**src/rtl/hazard_ctrl.sv**
```systemverilog
// Pipeline sequencing controller: load-use bubbles, taken-branch flushes,
// data-memory wait freeze with timeout, and stall/flush performance counters.
module hazard_ctrl #(
  parameter int unsigned TIMEOUT = 16,
  parameter int unsigned CNT_W   = 32
) (
  input  logic             clk,
  input  logic             rst_n,
  input  logic [4:0]       id_rs1,
  input  logic [4:0]       id_rs2,
  input  logic             ex_MemRead,
  input  logic [4:0]       ex_rd,
  input  logic             mem_access,
  input  logic             branch_taken,
  input  logic             dmem_ready,
  output logic             PCWrite,
  output logic             IF_IDWrite,
  output logic             pipeline_stall,
  output logic             pipe_freeze,
  output logic             if_id_flush,
  output logic             id_ex_flush,
  output logic             ex_mem_flush,
  output logic             dmem_req,
  output logic             mem_err,
  output logic [CNT_W-1:0] stall_cnt,
  output logic [CNT_W-1:0] flush_cnt
);

  localparam int unsigned WCNT_W = $clog2(TIMEOUT + 1);

  typedef enum logic [1:0] {
    RUN      = 2'd0,
    MEM_WAIT = 2'd1,
    ERROR    = 2'd2
  } state_e;

  state_e              state_q, state_d;
  logic [WCNT_W-1:0]   wait_q, wait_d;
  logic [WCNT_W-1:0]   wait_inc;
  logic [CNT_W-1:0]    stall_cnt_q, flush_cnt_q;
  logic                load_use;
  logic                flush_ev;

  assign load_use = ex_MemRead && (ex_rd != 5'd0) &&
                    ((ex_rd == id_rs1) || (ex_rd == id_rs2));
  assign wait_inc = wait_q + WCNT_W'(1);

  // State, wait counter and saturating performance counters
  always_ff @(posedge clk or negedge rst_n) begin
    if (!rst_n) begin
      state_q     <= RUN;
      wait_q      <= '0;
      stall_cnt_q <= '0;
      flush_cnt_q <= '0;
    end else begin
      state_q <= state_d;
      wait_q  <= wait_d;
      if (!PCWrite && (stall_cnt_q != '1))
        stall_cnt_q <= stall_cnt_q + CNT_W'(1);
      if (flush_ev && (flush_cnt_q != '1))
        flush_cnt_q <= flush_cnt_q + CNT_W'(1);
    end
  end

  // Next-state and combinational pipeline control decisions
  always_comb begin
    state_d        = state_q;
    wait_d         = wait_q;
    PCWrite        = 1'b1;
    IF_IDWrite     = 1'b1;
    pipeline_stall = 1'b0;
    pipe_freeze    = 1'b0;
    if_id_flush    = 1'b0;
    id_ex_flush    = 1'b0;
    ex_mem_flush   = 1'b0;
    dmem_req       = 1'b0;
    mem_err        = 1'b0;
    flush_ev       = 1'b0;

    unique case (state_q)
      RUN, MEM_WAIT: begin
        dmem_req = mem_access;
        if ((state_q == RUN) ? (mem_access && !dmem_ready) : !dmem_ready) begin
          // Access outstanding: freeze everything
          PCWrite     = 1'b0;
          IF_IDWrite  = 1'b0;
          pipe_freeze = 1'b1;
          if (state_q == RUN) begin
            state_d = MEM_WAIT;
            wait_d  = WCNT_W'(1);
          end else begin
            wait_d = wait_inc;
            if (wait_inc == WCNT_W'(TIMEOUT)) state_d = ERROR;
          end
        end else begin
          // Pipeline advances; a branch alongside a memory op is ignored
          state_d = RUN;
          wait_d  = '0;
          if (branch_taken && !mem_access) begin
            pipeline_stall = 1'b1;
            if_id_flush    = 1'b1;
            id_ex_flush    = 1'b1;
            ex_mem_flush   = 1'b1;
            flush_ev       = 1'b1;
          end else if (load_use) begin
            PCWrite        = 1'b0;
            IF_IDWrite     = 1'b0;
            pipeline_stall = 1'b1;
          end
        end
      end
      ERROR: begin
        PCWrite     = 1'b0;
        IF_IDWrite  = 1'b0;
        pipe_freeze = 1'b1;
        mem_err     = 1'b1;
      end
      default: begin
        state_d = RUN;
        wait_d  = '0;
      end
    endcase

    // Reset overrides: hold the front end and inject bubbles
    if (!rst_n) begin
      PCWrite        = 1'b0;
      IF_IDWrite     = 1'b0;
      pipeline_stall = 1'b1;
      pipe_freeze    = 1'b0;
      if_id_flush    = 1'b0;
      id_ex_flush    = 1'b0;
      ex_mem_flush   = 1'b0;
      dmem_req       = 1'b0;
      mem_err        = 1'b0;
      flush_ev       = 1'b0;
    end
  end

  assign stall_cnt = stall_cnt_q;
  assign flush_cnt = flush_cnt_q;

endmodule

```
**config.mk**
```make
export PLATFORM = sky130hd
export DESIGN_NAME = hazard_ctrl
export DESIGN_NICKNAME = d
export VERILOG_FILES = /design/src/rtl/hazard_ctrl.sv
export SDC_FILE = /design/constraint.sdc
export NUM_CORES = 1
export LEC_CHECK = 0
export BUFFER_PORTS_ARGS = -buffer_cell sky130_fd_sc_hd__buf_2
export CAP_MARGIN = 20
export CORE_MARGIN = 2
export CORE_UTILIZATION = 55
export DETAILED_ROUTE_END_ITERATION = 6
export PLACE_DENSITY = 0.8
export SYNTH_ARGS = -nofsm -noshare
export SYNTH_HDL_FRONTEND = slang
export SYNTH_SLANG_ARGS = --single-unit
```
**constraint.sdc**
```tcl
create_clock -name clk -period 3.7 [get_ports clk]
set_clock_uncertainty 0.05 [all_clocks]
set_input_delay 0.185 -clock clk [delete_from_list [all_inputs] [get_ports clk]]
set_output_delay 0.185 -clock clk [all_outputs]
set_load 0.02 [all_outputs]
```
==> impl_metrics.json <==
{
  "start_util_pct": 57.8,
  "synthDistinctLibCells": 52,
  "required_ns": 3.87,
  "wirelength_um": 8280,
  "intPower_mw": 1.28,
  "synth-main-ff-cell": "dfrtp_1",
  "met3_length_um": 408,
  "crit_arrival_ns": 2.67,
  "vias": 3022,
  "path_class": "flip-flop to flip-flop",
  "path_max_fanout": 23,
  "finalHoldViolCount": 0,
  "dr.pass1.iters": 4,
  "diodes": 0,
  "coreArea_um2": 6420,
  "tightest_slew_ns": 1.09,
  "power_frac_clock_pct": 26.3,
  "seqPwrFrac_pct": 49.4,
  "synth_commonest_cells": "dfrtp_1, xor2_1, nand2_1",
  "die_w_um": 86.2,
  "drt.antenna.violating_nets": 0,
  "synth_most_common_cell": "dfrtp_1",
  "clockRootBuffer": "clkbuf_8",
  "syn2layout_area_growth_pct": 18.3,
  "io_buffers": 93,
  "dp.cells": 518,
  "clk_latency_ns": 0.34,
  "clk_pin_slew_ns": 0.07,
  "min_period_ns": 2.50,
  "pre_cts_slack_ns": 1.23,
  "cap_violations": 0,
  "track_usage_pct": 23.1,
  "max_freq_mhz": 400,
  "grt_max_degree": 70,
  "hp-class": "input pin to async pin",
  "ys_ff_latch": 71,
  "final_cells": 534,
  "final_nets": 477,
  "layout_setup_ws_ns": 1.20,
  "crit_chain": "ha_1 -> nand4_1 -> nor4_2 -> a32oi_1 -> o21ai_2 -> mux2_1",
  "synth.area.top_cells": "dfrtp_1, xor2_1, xnor2_1",
  "numCtsBuffers": 9,
  "crit_path_start_kind": "flip-flop",
  "hold_slack_ns": 0.194,
  "synth_top_cell_area_share_pct": 47.8,
  "synth-warning-count": 0,
  "yosysTopAreaCell": "dfrtp_1",
  "period_share_pct": 67.6,
  "rsz0062_at_grt": "false",
  "syn_area_um2": 3710,
  "routed.top_layer": "met4",
  "total_power_mw": 2.00,
  "cts_buffer_depth": 2,
  "cts.sink_count": 71,
  "num_rows": 29,
  "drt_iter0_drc": 169,
  "dr_wl_met2_um": 4040,
  "crit_buf_inv": 0,
  "synth_edf_count": 0,
  "slew-limit-headroom_pct": 27.2,
  "globalRouteOverflowTotal": 0,
  "cp-end-kind": "flip-flop",
  "dp_hpwl_um": 6070,
  "p_sw_mw": 0.720,
  "drive_gt1_share_pct": 27.8,
  "grt_pass1_wl_um": 13600,
  "io_pins": 94,
  "via_per_inst": 5.66,
  "gp_congestion": 0.848,
  "netlist_instances": 355,
  "leakage_nw": 1.92,
  "critical-path-max-stage-delay_ns": 0.48,
  "p_comb_share_pct": 24.3,
  "crit_family": "simple AND/OR/NAND/NOR gates",
  "grt_pass1_vias": 2948,
  "fp.dieH_um": 86.2,
  "wl_per_cell_um": 15.5,
  "finalSetupViolations": 0,
  "die_area_um2": 7430,
  "htreeDepth": 3,
  "cts_tree": "built",
  "cpMaxStageDelayCell": "nor4_2",
  "avgSynthCellArea_um2": 10.5,
  "antenna_found_initial": 0,
  "ir_drop_mv": 0.375,
  "drc_errors": 0,
  "wirelength_met1_um": 3700,
  "sw_frac_of_total_pct": 35.9,
  "yosysSeqAreaShare_pct": 47.8,
  "synth_fp_nets": 379,
  "status": "finished, final reports clean",
  "synth_async_sr_flop_share_pct": 100,
  "cts.repair_timing.setup_buffer_count": 0,
  "setup_tns_ns": 0,
  "p_per_area_nw_per_um2": 456,
  "slew_violations": 0
}
## state kept, by name (all words and copies together) (netlist names)
register / cells
stall_cnt: 32
state_q: 2
wait_q: 5
flush_cnt: 32
## final cells by class
class / instances / area (um2)
fill: 512 / 2030
multi-input combinational: 269 / 1850
sequential: 71 / 1780
timing repair buffer: 95 / 483
clock buffer: 9 / 124
tap: 77 / 96.3
clock inverter: 6 / 38.8
inverter: 7 / 26.3
## cells in the final DEF (no fill, tap or decap), drive strengths merged, types with 2 or more instances in the layout
cell       n
xor2      42
or3        3
mux2       2
nor3b      2
clkbuf     9
clkinv     4
nor2      26
nand2b     4
and4       5
xnor2     33
ha         3
nand3     31
buf       94
nor3      24
inv        7
and3       5
o22ai      3
nand4     16
nor4       8
clkinvlp   2
a41oi      2
nand2     37
o21ai      6
dfrtp     71
## metrics by stage
step	cell area [um2]	utilization [%]
floorplan	3710	-
global placement	4220	65.7
detailed placement	4220	65.7
CTS	4390	68.4
global route	4390	68.4
finish	4390	68.4
## what timing repair did
action,4_1_cts,5_1_grt
endpoints found under the hold margin,4,0
hold buffers,1,0
gates resized for setup,0,0
## cells by family after synthesis
family	synth area share (%)
adders and majority gates	1.01
xor gates and xnor gates	17.7
and+or+nand+nor	25.2
AOI/OAI and AO/OA	5.26
muxes	0.606
buffers and inverters	2.39
DFF	47.8
## worst paths after layout
kind	start	to	slack (ns)	cells past startpoint
worst max-delay path	stall_cnt[0]	stall_cnt[1]	1.20	6
worst min-delay path	rst_n	wait_q[4]	0.19	2
worst max register to register	stall_cnt[0]	stall_cnt[1]	1.20	6
worst min register to register	flush_cnt[4]	flush_cnt[4]	0.44	1
max in group asynchronous	rst_n	flush_cnt[30]	2.33	3
min in group clk	mem_access	wait_q[0]	0.20	3
## metal layers
layer / global-route usage (%) / vias up
met5: 0 / -
met4: 10.1 / 0
met3: 3.24 / 13
met2: 37.0 / 103
met1: 31.9 / 1469
li1: - / 1437
## power by group through the flow
stage	combinational (mW)	sequential [mW]	clock (mW)
finish	0.487	0.990	0.526
global route	0.534	1.00	0.579
CTS	0.494	0.988	0.538
detailed placement	0.490	1.00	0
global placement	0.475	0.996	0
floorplan	0.211	1.10	0
Note: power is estimated with default switching activity, not from simulation.
